`config.mk`:
```
export PLATFORM = sky130hd
export DESIGN_NAME = apb_mdio_controller
export DESIGN_NICKNAME = d
export VERILOG_FILES = /design/src/rtl/apb_mdio_controller.sv
export SDC_FILE = /design/constraint.sdc
export NUM_CORES = 1
export LEC_CHECK = 0
export ABC_AREA = 1
export CAP_MARGIN = 30
export CORE_ASPECT_RATIO = 0.9
export CORE_MARGIN = 2
export CORE_UTILIZATION = 53
export DETAILED_ROUTE_END_ITERATION = 16
export GPL_TIMING_DRIVEN = 1
export PLACE_DENSITY = 0.79
export SLEW_MARGIN = 20
export SYNTH_ARGS = -nofsm -noshare
export SYNTH_HDL_FRONTEND = slang
export SYNTH_SLANG_ARGS = --single-unit
export TNS_END_PERCENT = 30
```
`constraint.sdc`:
```
create_clock -name clk -period 2.6 [get_ports clk]
set_input_delay 0.78 -clock clk [delete_from_list [all_inputs] [get_ports clk]]
set_output_delay 0.78 -clock clk [all_outputs]
set_load 0.03 [all_outputs]
```
`src/rtl/apb_mdio_controller.sv`:
```
// rtl/apb_mdio_controller.sv - APB completer that issues IEEE 802.3 Clause 22 MDIO frames
//
// Purpose:
//    Turns APB register accesses into single Clause 22 MDIO read/write frames.
//    One transaction at a time; firmware polls STATUS.busy or waits for done.
//
// Registers (16-bit, byte addressed):
//    0x000 CMD    [4:0] REGAD, [9:5] PHYAD, [14] preamble suppress (optional), [15] 1=write
//    0x002 DATA   write data for the next write frame / result of the last read frame
//    0x004 STATUS [0] busy (read only)
//
// Ports:
//    clk, rst                 system clock, asynchronous active-high reset
//    apb_psel/penable/pwrite  APB control
//    apb_paddr, apb_pwdata    APB address / write data
//    apb_pready               one-cycle completion, one wait state
//    apb_prdata, apb_pslverr  read data / error response, valid with apb_pready
//    mdc                      MDIO clock, idles low
//    mdio_out, mdio_oe        pad data and output enable
//    mdio_in                  pad input, already synchronized
//    done                     one-cycle pulse at transaction end
//
// Optional feature macro: MDIO_PREAMBLE_SUPPRESS_EN
//    Defined:   CMD[14]=1 skips the 32-bit preamble; CMD[14] reads back as written.
//    Undefined: CMD[14] is ignored and reads 0.

module apb_mdio_controller #(
   parameter int CLK_DIV    = 50,
   parameter int ADDR_WIDTH = 11
) (
   input  logic                  clk,
   input  logic                  rst,
   input  logic                  apb_psel,
   input  logic                  apb_penable,
   input  logic                  apb_pwrite,
   input  logic [ADDR_WIDTH-1:0] apb_paddr,
   input  logic [15:0]           apb_pwdata,
   output logic                  apb_pready,
   output logic [15:0]           apb_prdata,
   output logic                  apb_pslverr,
   output logic                  mdc,
   output logic                  mdio_out,
   output logic                  mdio_oe,
   input  logic                  mdio_in,
   output logic                  done
);

   localparam int DIV_W = $clog2(CLK_DIV);
   localparam logic [DIV_W-1:0] DIV_LAST = DIV_W'(CLK_DIV - 1);

   localparam logic [ADDR_WIDTH-1:0] ADDR_CMD    = ADDR_WIDTH'(0);
   localparam logic [ADDR_WIDTH-1:0] ADDR_DATA   = ADDR_WIDTH'(2);
   localparam logic [ADDR_WIDTH-1:0] ADDR_STATUS = ADDR_WIDTH'(4);

   typedef enum logic [2:0] {
      S_IDLE,
      S_PREAMBLE,
      S_HEADER,
      S_TA,
      S_DATA,
      S_DONE
   } state_t;

   state_t           state;
   logic [5:0]       bit_cnt;   // index into the 64-bit frame, advances on MDC falling edges
   logic [DIV_W-1:0] div_cnt;
   logic             launch;    // one clk after an MDC falling edge: drive the next bit
   logic             cmd_write;
   logic             cmd_suppress;
   logic [4:0]       phyad;
   logic [4:0]       regad;
   logic [15:0]      data_reg;

   logic             busy;
   logic             access;
   logic             suppress_req;
   logic [63:0]      frame;
   logic [15:0]      cmd_rd;
   logic             unused_pwdata;

   assign busy   = (state != S_IDLE);
   // Trigger once per transfer: the master holds psel&penable through the pready cycle.
   assign access = apb_psel & apb_penable & ~apb_pready;

`ifdef MDIO_PREAMBLE_SUPPRESS_EN
   assign suppress_req = apb_pwdata[14];
`else
   assign suppress_req = 1'b0;
`endif

   assign unused_pwdata = ^apb_pwdata[14:10];

   // Full frame image, MSB first. Read frames carry don't-care ones in TA/DATA,
   // which are never driven because mdio_oe is low there.
   assign frame = {32'hFFFF_FFFF, 2'b01,
                   cmd_write ? 2'b01 : 2'b10,
                   phyad, regad,
                   cmd_write ? 2'b10 : 2'b11,
                   cmd_write ? data_reg : 16'hFFFF};

   assign cmd_rd = {cmd_write, cmd_suppress, 4'b0000, phyad, regad};

   function automatic state_t phase_of(input logic [5:0] b);
      if (b < 6'd32)      return S_PREAMBLE;
      else if (b < 6'd46) return S_HEADER;
      else if (b < 6'd48) return S_TA;
      else                return S_DATA;
   endfunction

   always_ff @(posedge clk or posedge rst) begin
      if (rst) begin
         apb_pready   <= 1'b0;
         apb_prdata   <= 16'h0000;
         apb_pslverr  <= 1'b0;
         mdc          <= 1'b0;
         mdio_out     <= 1'b1;
         mdio_oe      <= 1'b0;
         done         <= 1'b0;
         state        <= S_IDLE;
         bit_cnt      <= 6'd0;
         div_cnt      <= '0;
         launch       <= 1'b0;
         cmd_write    <= 1'b0;
         cmd_suppress <= 1'b0;
         phyad        <= 5'd0;
         regad        <= 5'd0;
         data_reg     <= 16'h0000;
      end else begin
         apb_pready  <= 1'b0;
         apb_prdata  <= 16'h0000;
         apb_pslverr <= 1'b0;
         done        <= 1'b0;
         launch      <= 1'b0;

         // APB register access
         if (access) begin
            apb_pready <= 1'b1;
            if (apb_paddr == ADDR_CMD) begin
               if (!apb_pwrite) begin
                  apb_prdata <= cmd_rd;
               end else if (busy) begin
                  apb_pslverr <= 1'b1;
               end else begin
                  cmd_write    <= apb_pwdata[15];
                  cmd_suppress <= suppress_req;
                  phyad        <= apb_pwdata[9:5];
                  regad        <= apb_pwdata[4:0];
                  div_cnt      <= '0;
                  mdc          <= 1'b0;
                  mdio_oe      <= 1'b1;
                  // First bit is a preamble one, or ST's leading zero when suppressed.
                  mdio_out     <= ~suppress_req;
                  if (suppress_req) begin
                     state   <= S_HEADER;
                     bit_cnt <= 6'd32;
                  end else begin
                     state   <= S_PREAMBLE;
                     bit_cnt <= 6'd0;
                  end
               end
            end else if (apb_paddr == ADDR_DATA) begin
               if (!apb_pwrite) begin
                  apb_prdata <= data_reg;
               end else if (busy) begin
                  apb_pslverr <= 1'b1;
               end else begin
                  data_reg <= apb_pwdata;
               end
            end else if (apb_paddr == ADDR_STATUS) begin
               if (apb_pwrite) apb_pslverr <= 1'b1;
               else            apb_prdata  <= {15'd0, busy};
            end else begin
               apb_pslverr <= 1'b1;
            end
         end

         // Frame engine; new frames only start from IDLE, so no overlap with the above.
         case (state)
            S_IDLE: begin
            end
            S_DONE: begin
               state <= S_IDLE;
            end
            default: begin
               if (launch) begin
                  mdio_out <= frame[6'd63 - bit_cnt];
                  mdio_oe  <= cmd_write | (bit_cnt < 6'd46);
               end
               if (div_cnt == DIV_LAST) begin
                  div_cnt <= '0;
                  mdc     <= ~mdc;
                  if (!mdc) begin
                     // MDC rising: sample read data; the TA sample is not used.
                     if (!cmd_write && bit_cnt >= 6'd48)
                        data_reg <= {data_reg[14:0], mdio_in};
                  end else if (bit_cnt == 6'd63) begin
                     state    <= S_DONE;
                     done     <= 1'b1;
                     mdio_oe  <= 1'b0;
                     mdio_out <= 1'b1;
                  end else begin
                     bit_cnt <= bit_cnt + 6'd1;
                     state   <= phase_of(bit_cnt + 6'd1);
                     launch  <= 1'b1;
                  end
               end else begin
                  div_cnt <= div_cnt + 1'b1;
               end
            end
         endcase
      end
   end

endmodule
```
* Yosys cells after proc, flatten, opt, wreduce, memory -nomap -nowiden *
Index checks and enable logic that the tools add are counted.

storage, ports and cells
  register bits = 65
  word-level logic and storage cells = 133

operators by class
  $add $sub $neg = 3
  order comparisons = 6
  eq/ne operators = 9
  muxes and demuxes = 86
  bitwise logic cells = 6
  reductions and logical operators = 8

operators with widths
  operator               number
  $mux W16               15
  $mux W6                14
  $mux W1                44
  $mux W3                10
  $lt A6 B6 Y1 const B   4
  $add A6 B1 Y6 const B  2
  $eq A6 B6 Y1 const B   2
  $eq A11 B2 Y1 const B  1
  $eq A11 B3 Y1 const B  1
  $logic_not A11 Y1      1
  $reduce_and A4 Y1      2
  $lt A6 B7 Y1 const B   1
  $bmux W1 S6            1
  $ge A6 B6 Y1 const B   1
  $ne A2 B1 Y1 const B   3
  $pmux W3 S2            1
  $sub A6 B6 Y6 const A  1
  $eq A3 B3 Y1 const B   1
  $logic_not A3 Y1       1
  $not A1 Y1             3
  $reduce_bool A3 Y1     1
  $and A1 B1 Y1          2
  $mux W2                1
  $ne A2 B2 Y1 const B   1
  4 further kinds        4

* Logic depth before layout (Yosys ltp) *
  depth in word-level cells = 10
  depth in mapped cells = 12
  gate-level depth less buffers = 11

* Worst setup path after synthesis *
No wires, ideal clock.

  path kind = input to register
  from = input apb_penable
  to = register regad[0]
  library setup time = 0.127 ns
  arrival time = 1.882 ns
  data required time = 2.473 ns
  path slack = 0.590 ns
  cell stages on the path = 7
  buffers on the path = 1
  path through = inv_1 -> nor2_1 -> nand2_1 -> nor3_4 -> nand2_4 -> buf_6 -> mux2_1

between the ends
  cells in the longest elaborated chain, start to end = 3

RTL lines
  what                                RTL line  RTL
  start: declaration                  34        input logic apb_penable,
  $and A1 B1 Y1 (2 in series)         83        assign access = apb_psel & apb_penable & ~apb_pready;
  $reduce_and A4 Y1 (no source line)  n/a
  end signal: assignment              147       regad <= apb_pwdata[4:0];
  end: declaration                    71        logic [4:0] regad;

Every way passes these cells.
A chain may end at the register's enable or synchronous reset.

* Worst setup path in the final report *
  from = register mdio_out
  to = output mdio_out

RTL lines
  what                      RTL line  RTL
  start: declaration        42        output logic mdio_out,
  start signal: assignment  152       mdio_out <= ~suppress_req;
  start signal: assignment  186       mdio_out <= frame[6'd63 - bit_cnt];

No word-level cell between the ends.

==> results.yml <==
synthesis:
  synth_cells: 423
  synth.top_cell.area_share: 0.475
  synth_nets: 460
  synthArstFlopShare: 1.00
  yosysTopAreaCell: "dfrtp_1"
  syn_area_per_cell_um2: 7.97
  seq_area_frac_synth: 0.483
  synth_edf_count: 0
  ys_ff_latch: 65
  ys_types: 37
  synth_area_leaders: "dfrtp_1 (48%), nand2_1 (11%), nand3_1 (10%)"
  ys_warn_count: 0
  synth_top_flop_cell: "dfrtp_1"
  syn_area_mm2: 0.00337
placed_design:
  dp_hpwl_um: 5750
  dpl_cell_area_mm2: 0.00404
  dpl_worst_slack_ns: 0.0601
  gp_congestion: 0.866
  dp.cells: 558
  port_buffers: 54
clocking:
  post_cts_buffers: 0
  cts_root_buf: "clkbuf_8"
  cts_tree: "yes"
  clkLatencyLatePin_ns: 0.35
  post_cts_resized: 0
  numCtsBuffers: 9
  clock-sinks: 65
  holdBufCountCts: 0
  clockBufferDepth: 2
  h-tree-depth: 3
  clk_pin_slew_ns: 0.07
final_layout:
  n_antenna_cell: 0
  final_util: 0.691
  nNetsFinal: 519
  syn2layout_area_growth_pct: 26.1
  final_cell_area_mm2: 0.00425
  fin_cells: 573
  fill_cells: 524
  drive_gt1_frac: 0.0905
floorplan:
  core_area_mm2: 0.00615
  dieArea_mm2: 0.00701
  fp.dieW_um: 88.1
  rows: 27
  initial_core_util: 0.548
  ioPinCount: 55
  fp.dieH_um: 79.7
timing:
  slew_viol_final: 0
  period_minus_slack_ns: 2.31
  setup_tns_ns: 0
  period_share: 0.889
  grt_setup_unrepaired: "no"
  worst_pin_slew_ns: 0.608
  fmax_mhz: 433
  worst_slack_ns: 0.289
  whs_ns: 0.521
  setup_violations: 0
  finalHoldViolations: 0
  fin_skew_ns: 0.00719
  relSlewSlack: 0.593
worst_setup_path:
  crit_slowest_cell: "clkdlybuf4s50_1"
  path_buf_inv: 1
  worstSetupPathType: "register to primary output"
  regToRegSetupSlack_ns: 0.58
  r2r_end: "mdio_out"
  crit_path_max_fanout: 2
  end_kind: "primary output"
  reg2reg_depth: 11
  crit_family: "buffers and inverters"
  crit_required_ns: 1.82
  crit_path_start_kind: "register"
  worstPathArrival_ns: 1.53
  slowest_delay_ns: 0.66
  r2r-start: "bit_cnt[0]"
  worstPathCellList: "clkdlybuf4s50_1"
run_status:
  outcome: "finished clean"
detailed_routing:
  wl_per_cell_um: 14.0
  vias: 3121
  drt-initial-drc-count: 246
  first_pass_iters: 6
  routed_wl_um: 8000
  viasPerCell: 5.45
  drc: 0
  drtAntennaViolNets: 0
power:
  p_per_area_mw_per_mm2: 486
  finalPower_mw: 2.06
  cellLeakagePower_nw: 2.16
  ir_worst_vdd_mv: 0.399
grt:
  grt_max_degree: 66
  gr-total-overflow: 0
  grt_pass1_vias: 2854
  grt_pass1_wl_um: 13400
  antenna_found_initial: 0
  grt_usage: 0.248
worst_hold_path:
  hold_path.class: "register to register"
  hold_depth: 2
  hold_path_end: "div_cnt[1]"
  min-delay-start: "div_cnt[1]"
job:
  drv_cap: 0
[logic make-up after synthesis]
| family | share of synthesized area |
|---|---|
| flip-flops | 0.483 |
| buffers and inverters | 0.0720 |
| AO/OA/AOI/OAI | 0.0839 |
| adder cells (fa/ha/maj) | 0.0148 |
| AND/OR/NAND/NOR | 0.299 |
| multiplexers | 0.0345 |
| XOR/XNOR | 0.0130 |
[where the power goes]
| part | switching (mW) | total [mW] | internal [mW] |
|---|---|---|---|
| Combinational | 0.0579 | 0.118 | 0.0596 |
| Sequential | 0.00346 | 1.02 | 1.01 |
| Clock | 0.369 | 0.929 | 0.560 |
[routing by layer]
metal / vias to the layer above / global-route usage / share of wire
met5: - / 0 / 0
met4: 0 / 0.0682 / 0.015
met3: 13 / 0.0631 / 0.063
met2: 100 / 0.377 / 0.47
met1: 1494 / 0.354 / 0.46
li1: 1514 / - / -
[final cells by class]
cell class,count,area (um^2),share of cell area
flip-flops and latches,65,1630,0.383
multi-input cells,298,1500,0.353
repair buffers,63,633,0.149
inverters,45,169,0.0398
clock buffers,12,145,0.0342
well taps,87,109,0.0256
clock inverters,3,65.1,0.0153
[worst max-delay path by stage]
| stage | from | end | cells past startpoint |
|---|---|---|---|
| floorplan | rst | apb_prdata[0] | 1 |
| global placement | apb_paddr[9] | regad[0] | 6 |
| detailed placement | apb_paddr[9] | regad[0] | 6 |
| CTS | mdio_out | mdio_out | 1 |
| global route | apb_penable | data_reg[1] | 10 |
| finish | mdio_out | mdio_out | 1 |
[Yosys cell counts (2+ instances only)]
| cell type | n |
|---|---|
| a21oi_1 | 21 |
| buf_2 | 8 |
| clkbuf_1 | 5 |
| dfrtp_1 | 64 |
| ha_1 | 4 |
| inv_1 | 42 |
| inv_2 | 2 |
| mux2_2 | 8 |
| nand2_1 | 98 |
| nand2_2 | 3 |
| nand3_1 | 70 |
| nor2_1 | 38 |
| nor3b_1 | 5 |
| o21ai_0 | 24 |
| o21ai_1 | 2 |
| o22ai_1 | 4 |
| or2_2 | 2 |
| xor2_1 | 4 |
[placed cells by master (no fill, tap or decap), types with 5 or more instances in the layout]
cell type and instances:
buf_4 7, nand2_1 98, a21oi_1 21, nor2_1 38, nor3b_1 5, nand3_1 70, clkbuf_8 10, inv_1 41
mux2_2 8, dfrtp_1 64, clkdlybuf4s50_1 54, o21ai_0 24
Power figures use the tool's default switching activity.
